$ cat src/rtl/fetch_pkg.sv
// Shared types and constants for the instruction-fetch front end.
package fetch_pkg;

   localparam int N       = 32;
   localparam int PC_W    = 64;
   localparam int PC_STEP = 4;

   // One prefetched instruction together with the byte PC it was fetched from.
   typedef struct packed {
      logic [PC_W-1:0] pc;
      logic [N-1:0]    instr;
   } fetch_entry_t;

endpackage

$ cat src/rtl/fetch_fifo.sv
// Synchronous FIFO of fetch entries with push, pop and a synchronous flush.
// Handshake: a push is taken when push=1 and the FIFO is not full, or when a
// pop is taken in the same cycle; a pop is taken when pop=1 and count!=0.
// Flush drops every entry and wins over push and pop.
module fetch_fifo
   import fetch_pkg::*;
#(
   parameter int DEPTH = 4
) (
   input  logic                         clk,
   input  logic                         reset,
   input  logic                         flush,
   input  logic                         push,
   input  logic                         pop,
   input  fetch_entry_t                 wdata,
   output fetch_entry_t                 rdata,
   output logic [$clog2(DEPTH+1)-1:0]   count,
   output logic                         full
);

   localparam int PTR_W = $clog2(DEPTH);
   localparam int CNT_W = $clog2(DEPTH+1);

   fetch_entry_t      mem_q [DEPTH];
   fetch_entry_t      mem_d [DEPTH];
   logic [PTR_W-1:0]  rd_ptr_q, rd_ptr_d;
   logic [PTR_W-1:0]  wr_ptr_q, wr_ptr_d;
   logic [CNT_W-1:0]  count_q, count_d;
   logic              push_ok;
   logic              pop_ok;

   assign full    = (count_q == CNT_W'(DEPTH));
   assign pop_ok  = pop && (count_q != '0) && !flush;
   assign push_ok = push && (!full || pop_ok) && !flush;

   // Head is read from registered storage; an empty FIFO presents zeros.
   assign rdata = (count_q != '0) ? mem_q[rd_ptr_q] : '0;
   assign count = count_q;

   // Next-state for storage, pointers and occupancy; pointers wrap modulo DEPTH.
   always_comb begin
      mem_d    = mem_q;
      rd_ptr_d = rd_ptr_q;
      wr_ptr_d = wr_ptr_q;
      count_d  = count_q;
      if (flush) begin
         rd_ptr_d = '0;
         wr_ptr_d = '0;
         count_d  = '0;
      end else begin
         if (push_ok) begin
            mem_d[wr_ptr_q] = wdata;
            wr_ptr_d        = wr_ptr_q + PTR_W'(1);
         end
         if (pop_ok) begin
            rd_ptr_d = rd_ptr_q + PTR_W'(1);
         end
         case ({push_ok, pop_ok})
            2'b10:   count_d = count_q + CNT_W'(1);
            2'b01:   count_d = count_q - CNT_W'(1);
            default: count_d = count_q;
         endcase
      end
   end

   // State registers with synchronous active-low reset.
   always_ff @(posedge clk) begin
      if (!reset) begin
         mem_q    <= '{default: '0};
         rd_ptr_q <= '0;
         wr_ptr_q <= '0;
         count_q  <= '0;
      end else begin
         mem_q    <= mem_d;
         rd_ptr_q <= rd_ptr_d;
         wr_ptr_q <= wr_ptr_d;
         count_q  <= count_d;
      end
   end

endmodule

$ cat src/rtl/fetch_queue.sv
// Instruction-fetch front end: owns the fetch PC, drives the imem word
// address, captures {pc, instr} into a prefetch FIFO and offers the head to
// decode. Decode handshake: an entry transfers when dec_valid && dec_ready
// in a cycle without redirect; dec_valid never depends on dec_ready.
// N and PC_W must match the widths fixed in fetch_pkg.
module fetch_queue #(
   parameter int N     = 32,
   parameter int DEPTH = 4,
   parameter int AW    = 6,
   parameter int PC_W  = 64
) (
   input  logic                         clk,
   input  logic                         reset,
   output logic [AW-1:0]                imem_addr,
   input  logic [N-1:0]                 imem_q,
   input  logic                         redirect_valid,
   input  logic [PC_W-1:0]              redirect_pc,
   output logic                         dec_valid,
   input  logic                         dec_ready,
   output logic [N-1:0]                 dec_instr,
   output logic [PC_W-1:0]              dec_pc,
   output logic [$clog2(DEPTH+1)-1:0]   count
);

   localparam int CNT_W = $clog2(DEPTH+1);

   fetch_pkg::fetch_entry_t  wr_entry;
   fetch_pkg::fetch_entry_t  rd_entry;
   logic [PC_W-1:0]          fetch_pc_q, fetch_pc_d;
   logic [CNT_W-1:0]         fifo_count;
   logic                     fifo_full;
   logic                     push;
   logic                     pop;
   logic                     unused_bits;

   // A redirect freezes both ends of the queue for the cycle it is seen.
   assign dec_valid = (fifo_count != '0);
   assign pop       = dec_valid && dec_ready && !redirect_valid;
   assign push      = !redirect_valid && (!fifo_full || pop);

   assign wr_entry.pc    = fetch_pc_q;
   assign wr_entry.instr = imem_q;

   assign imem_addr = fetch_pc_q[AW+1:2];
   assign dec_instr = rd_entry.instr;
   assign dec_pc    = rd_entry.pc;
   assign count     = fifo_count;

   // Byte-offset and high PC bits never reach imem.
   assign unused_bits = ^{redirect_pc[1:0], fetch_pc_q[1:0], fetch_pc_q[PC_W-1:AW+2]};

   // Next fetch PC: redirect target (word aligned), else step on every push.
   always_comb begin
      fetch_pc_d = fetch_pc_q;
      if (redirect_valid) begin
         fetch_pc_d = {redirect_pc[PC_W-1:2], 2'b00};
      end else if (push) begin
         fetch_pc_d = fetch_pc_q + PC_W'(fetch_pkg::PC_STEP);
      end
   end

   // Fetch PC register; reset dominates redirect.
   always_ff @(posedge clk) begin
      if (!reset) begin
         fetch_pc_q <= '0;
      end else begin
         fetch_pc_q <= fetch_pc_d;
      end
   end

   fetch_fifo #(
      .DEPTH (DEPTH)
   ) u_fifo (
      .clk   (clk),
      .reset (reset),
      .flush (redirect_valid),
      .push  (push),
      .pop   (pop),
      .wdata (wr_entry),
      .rdata (rd_entry),
      .count (fifo_count),
      .full  (fifo_full)
   );

endmodule

$ cat config.mk
export PLATFORM = sky130hd
export DESIGN_NAME = fetch_queue
export DESIGN_NICKNAME = d
export VERILOG_FILES = /design/src/rtl/fetch_pkg.sv /design/src/rtl/fetch_fifo.sv /design/src/rtl/fetch_queue.sv
export SDC_FILE = /design/constraint.sdc
export NUM_CORES = 1
export LEC_CHECK = 0
export ABC_CLOCK_PERIOD_IN_PS = 3000
export BUFFER_PORTS_ARGS = -buffer_cell sky130_fd_sc_hd__buf_2
export CAP_MARGIN = 40
export CORE_MARGIN = 5
export CORE_UTILIZATION = 35
export DETAILED_ROUTE_END_ITERATION = 8
export PLACE_DENSITY = 0.49
export SLEW_MARGIN = 20
export SYNTH_ARGS = -nofsm -noshare
export SYNTH_HDL_FRONTEND = slang
export SYNTH_HIERARCHICAL = 1
export SYNTH_SLANG_ARGS = --single-unit
$ cat constraint.sdc
create_clock -name clk -period 3 [get_ports clk]
set_input_delay 0.45 -clock clk [delete_from_list [all_inputs] [get_ports clk]]
set_output_delay 0.45 -clock clk [all_outputs]
set_load 0.01 [all_outputs]
# Word-level counts from Yosys, hierarchy flattened
# Cells that the tools add are included.
# W data, S select, Z words.
[word_totals]
reg_bits = 455
output_inout_bits = 106
[op_classes]
addsub = 5
n_lt_le_gt_ge = 3
eq_ne = 3
n_mux = 10
bitwise = 4
n_reduce_logical = 17
[op_table]
columns = ["operator", "n"]
rows = [
  ["$bwmux W384", 1],
  ["$mux W96", 4],
  ["$bmux W96 S2", 1],
  ["$demux W96 S2", 1],
  ["$mux W64", 2],
  ["$add A64 B3 Y64 const B", 1],
  ["$logic_and A1 B1 Y1", 8],
  ["$ge A3 B3 Y1 const B", 2],
  ["$not A2 Y3", 2],
  ["$pmux W3 S2", 1],
  ["$add A2 B1 Y2 const B", 2],
  ["$reduce_bool A2 Y1", 2],
  ["$add A3 B1 Y3 const B", 1],
  ["$eq A3 B3 Y1 const B", 1],
  ["$lt A3 B1 Y1 const B", 1],
  ["$reduce_bool A3 Y1", 1],
  ["$sub A3 B1 Y3 const B", 1],
  ["$eq A2 B1 Y1 const B", 1],
  ["$eq A2 B2 Y1 const B", 1],
  ["$logic_not A1 Y1", 2],
  ["$logic_or A1 B1 Y1", 2],
  ["$not A1 Y1", 2],
  ["$reduce_and A2 Y1", 1],
  ["$reduce_or A2 Y1", 1],
]

# Longest topological paths before layout
[depth]
depth_word = 10
depth_mapped = 13
depth_no_buf = 12

# Modules after synthesis
# Netlist, hierarchy kept.
[by_module_without_submodules]
columns = ["module", "n_inst", "cells_per_inst", "area_each_um2", "seq_area_each_um2"]
rows = [
  ["fetch_fifo", 1, 1622, 17247.8, 7827.5],
  ["fetch_queue", 1, 496, 3880.0, 1241.2],
]

# Worst setup path before layout
# Ideal clock, no wire load.
[synth_path]
path_type = "in2reg"
startpoint = "input port redirect_valid"
endpoint = "register u_fifo.count_q[2] (netlist: u_fifo/count[2])"
arrival_time_ps = 2654
required_time_ps = 2930
setup_slack_ps = 276
stages = 12
cell_sequence = "buf_6 -> clkbuf_1 -> clkbuf_1 -> nor2_1 -> nand2b_1 -> or2_2 -> ha_1 -> inv_1 -> fa_1 -> xor2_1 -> or3_1 -> a21oi_1"
[synth_rtl]
columns = ["element", "line_no", "text"]
rows = [
  ["start, declared", "fetch_queue.sv:16", "input logic redirect_valid,"],
  ["$logic_not A1 Y1 (*)", "fetch_queue.sv:38, fetch_queue.sv:39", ""],
  ["$logic_and A1 B1 Y1", "fetch_queue.sv:38", "assign pop = dec_valid && dec_ready && !redirect_valid;"],
  ["$logic_or A1 B1 Y1", "fetch_queue.sv:39", "assign push = !redirect_valid && (!fifo_full || pop);"],
  ["$logic_and A1 B1 Y1 (*)", "fetch_queue.sv:39", ""],
  ["net push", "fetch_queue.sv:32", "logic push;"],
  ["$logic_and A1 B1 Y1 (*) (2 in a row)", "fetch_fifo.sv:34", "assign push_ok = push && (!full || pop_ok) && !flush;"],
  ["$eq A2 B1 Y1 or $eq A2 B2 Y1 (tied branches)", "fetch_fifo.sv:58", "case ({push_ok, pop_ok})"],
  ["$pmux W3 S2 or $reduce_bool A2 Y1 (tied branches)", "n/a", ""],
  ["end signal, assigned", "fetch_fifo.sv:77", "count_q <= count_d;"],
  ["end, declared", "fetch_fifo.sv:28", "logic [CNT_W-1:0] count_q, count_d;"],
]
# The timed path passes the listed nets; every way through them passes the cells marked *.
# A chain may end at the register's enable or synchronous reset.

# Worst setup path in the final report
[layout_path]
startpoint = "register u_fifo.rd_ptr_q[1]"
endpoint = "output port dec_instr[23]"
[layout_via]
elab_chain_cells = 5
[layout_lines]
columns = ["element", "line_no", "text"]
rows = [
  ["start, declared", "fetch_fifo.sv:26", "logic [PTR_W-1:0] rd_ptr_q, rd_ptr_d;"],
  ["start signal, assigned", "fetch_fifo.sv:75", "rd_ptr_q <= rd_ptr_d;"],
  ["$not A2 Y3 (implied by the code)", "fetch_fifo.sv:37", "assign rdata = (count_q != '0) ? mem_q[rd_ptr_q] : '0;"],
  ["$bmux W96 S2", "fetch_fifo.sv:37", ""],
  ["$mux W96 (implied by the code) (2 in a row)", "fetch_fifo.sv:37", ""],
  ["$mux W96", "fetch_fifo.sv:37", ""],
  ["end, declared", "fetch_queue.sv:20", "output logic [N-1:0] dec_instr,"],
]
# Every way passes these cells. The select of a mux whose other input is x is not followed.

==> results_dict.tcl <==
set metrics [dict create \
    status "complete, no violations" \
    grt_pass1_vias 16556 \
    synthFlopType "dfxtp_1" \
    start_util_pct 35.20 \
    gp_congestion 0.7841 \
    holdBufCountCts 0 \
    cp-endpoint "dec_instr[23]" \
    syn_avg_cell_area_um2 9.975 \
    cts.sinks 453 \
    mostFrequentLayoutCell "nand2_1" \
    reg2regPathDepth 8 \
    tns_ns 0 \
    finalHoldViolations 0 \
    synth_top_area_share_pct 42.92 \
    drive_gt1_share_pct 20.45 \
    timing.rr.end "fetch_pc_q[55]" \
    routedWlPerCell_um 19.69 \
    drv_cap 0 \
    grt_pass1_wl_um 95700 \
    post-place-ws_ns 0.3086 \
    first_pass_iters 5 \
    required_ns 2.55 \
    critPathKind "reg -> out" \
    grt_overflow 0 \
    min_period_over_period_pct 94.14 \
    yosys_warnings 6 \
    postRouteWirelength_um 61050 \
    synthArstFlopShare_pct 0 \
    final_util_pct 41.53 \
    cts_setup_buffers 0 \
    critPathLaunch "u_fifo/rd_ptr_q[1]" \
    path_cells "buf_4 > mux4_2 > nor2b_1 > buf_2" \
    leakage_nw 8.662 \
    drc 0 \
    final_nets 2385 \
    port_buffers 203 \
    stdcell_count 3101 \
    crit-reg2reg-launch "u_fifo/count[0]" \
    root_buffer "clkbuf_16" \
    worstMarginPinSlew_ns 0.6710 \
    synth_area_um2 21130 \
    rows 90 \
    cts_max_path_buffers 3 \
    start_kind "flip-flop" \
    synth_cell_types 59 \
    max_stage_delay_ns 0.61 \
    clkTransAtPathRegs_ns 0.06 \
    fin_ws_ns 0.1757 \
    drt_iter0_markers 863 \
    insertion_delay_ns 0.59 \
    cp_slowest_cell "dfxtp_4" \
    layout_min_cycle_time_ns 2.824 \
    io_pins 206 \
    core-area_um2 60020 \
    setup_viol 0 \
    num_vias 16052 \
    cp_max_fo 26 \
    die_w_um 255.7 \
    ys_top_cells_by_area "dfxtp_1 (43%), mux2i_1 (18%), mux4_2 (10%)" \
    synth_top_area_cell "dfxtp_1" \
    syn_to_final_growth_pct 17.99 \
    min-delay-start "redirect_pc[3]" \
    slew_headroom_pct 55.20 \
    skew_ns 0.01324 \
    synth_edf_count 0 \
    ys_seq_area_share_pct 42.92 \
    die_area_um2 65380 \
    cts_max_level 2 \
    antenna_found_initial 2 \
    cts_tree "built" \
    most-common-layout-cells "nand2_1 (518), dfxtp_1 (451), mux2i_1 (384)" \
    worst_hold_path_type "in -> reg" \
    grt_setup_unrepaired "false" \
    postRouteAntennaNets 0 \
    cts_buffers 52 \
    endpoint_kind "output pin" \
    die_h_um 255.7 \
    vdd_ir_drop_max_mv 0.3941 \
    syn_inst 2118 \
    grt_max_degree 90 \
    power_density_nw_per_um2 548.9 \
    dp_cells 3002 \
    track_usage_pct 17.99 \
    nFillCells 5827 \
    cts-resized-gates 0 \
    reg2reg_setup_slack_ns 0.28 \
    synth_seq_cells 453 \
    drv_slew 0 \
    place_hpwl_um 40320 \
    avgViaCountPerCell 5.176 \
    arrival_ns 2.37 \
    max_freq_mhz 354.1 \
]
==> synthesized netlist by cell type (all sizes together), types with 2 or more instances <==
master / number
o21ba: 3
mux2i: 384
a21oi: 13
ha: 6
and2: 7
clkbuf: 93
nor4b: 3
o31a: 3
or4b: 2
buf: 74
a31oi: 27
a2111oi: 2
nor2: 24
or4: 16
xor2: 11
nand3: 42
or2: 2
nand2: 518
nand4: 32
o21ai: 65
xnor2: 15
and4: 6
o31ai: 15
o211a: 10
a311oi: 3
o311a: 2
nor3: 12
nand2b: 9
and3: 10
nor4: 11
nor2b: 99
a211oi: 4
mux4: 96
dfxtp: 453
or3: 17
inv: 12
nor3b: 7
==> sequential cells by signal (all words and copies together), names as in the netlist <==
name and cells:
u_fifo/mem_q 384, fetch_pc_q 62, u_fifo/count 3, u_fifo/rd_ptr_q 2
u_fifo/wr_ptr_q 2
==> report_power, final <==
group | internal [W] | leakage, nW | total, W | switching, W
Clock | 0.00401 | 0.882 | 0.00661 | 0.00260
Combinational | 0.000325 | 4.11 | 0.000807 | 0.000483
Sequential | 0.00614 | 3.67 | 0.00626 | 0.000124
Total | 0.0105 | 8.66 | 0.0137 | 0.00321
==> metrics by stage <==
stage	hold WS (ns)	power [W]	cell area [um^2]
detailed placement	0.4447	0.007207	23110
floorplan	0.4315	0.006878	21130
global placement	0.4378	0.007183	23110
CTS	0.05490	0.01388	24900
finish	0.09110	0.01368	24930
global route	0.08707	0.01421	24930
==> area by class of cell <==
type                            count  area (um^2)  share of cell area [%]
Multi-Input combinational cell   1486        11170                   44.79
Sequential cell                   453         9076                   36.41
Timing Repair Buffer              272         1869                   7.499
Clock buffer                       79         1607                   6.445
Tap cell                          782        978.4                   3.925
Clock inverter                     15        180.2                  0.7228
Inverter                           13        48.80                  0.1958
Antenna cell                        1        2.502                 0.01004
==> worst min-delay path by stage <==
| stage | to | slack (ns) | cells past startpoint |
|---|---|---|---|
| 2_1_floorplan | u_fifo/mem_q[100] | 0.43 | 2 |
| 3_3_place_gp | u_fifo/mem_q[379] | 0.44 | 2 |
| 3_5_place_dp | u_fifo/mem_q[254] | 0.44 | 2 |
| 4_1_cts | fetch_pc_q[3] | 0.05 | 2 |
| 5_1_grt | fetch_pc_q[3] | 0.09 | 2 |
| 6_report | fetch_pc_q[3] | 0.09 | 2 |
==> logic make-up after synthesis <==
kind of cell,after synthesis,synth area share (%)
flops,453,42.92
simple gates,819,18.07
compound gates,152,4.667
buf+inv,180,4.370
xor+xnor,26,1.078
other cells,1,0.01775
fa+ha+maj,7,0.4501
mux,480,28.43
==> routing by layer <==
metal / vias to the layer above / GRT usage, % / routed length, um
met1: 7918 / 24.12 / 28040
met3: 83 / 3.344 / 2637
met5: - / 0 / 0
met4: 0 / 4.738 / 1392
met2: 292 / 30.08 / 28980
li1: 7759 / - / -
==> critical path: cells and delay by family (launching register included) <==
kind	cells	cell delay (ns)
mux	1	0.37
simple gates	1	0.17
flops	1	0.61
buf+inv	2	0.63
No activity file was read; power rests on OpenSTA's default activity.
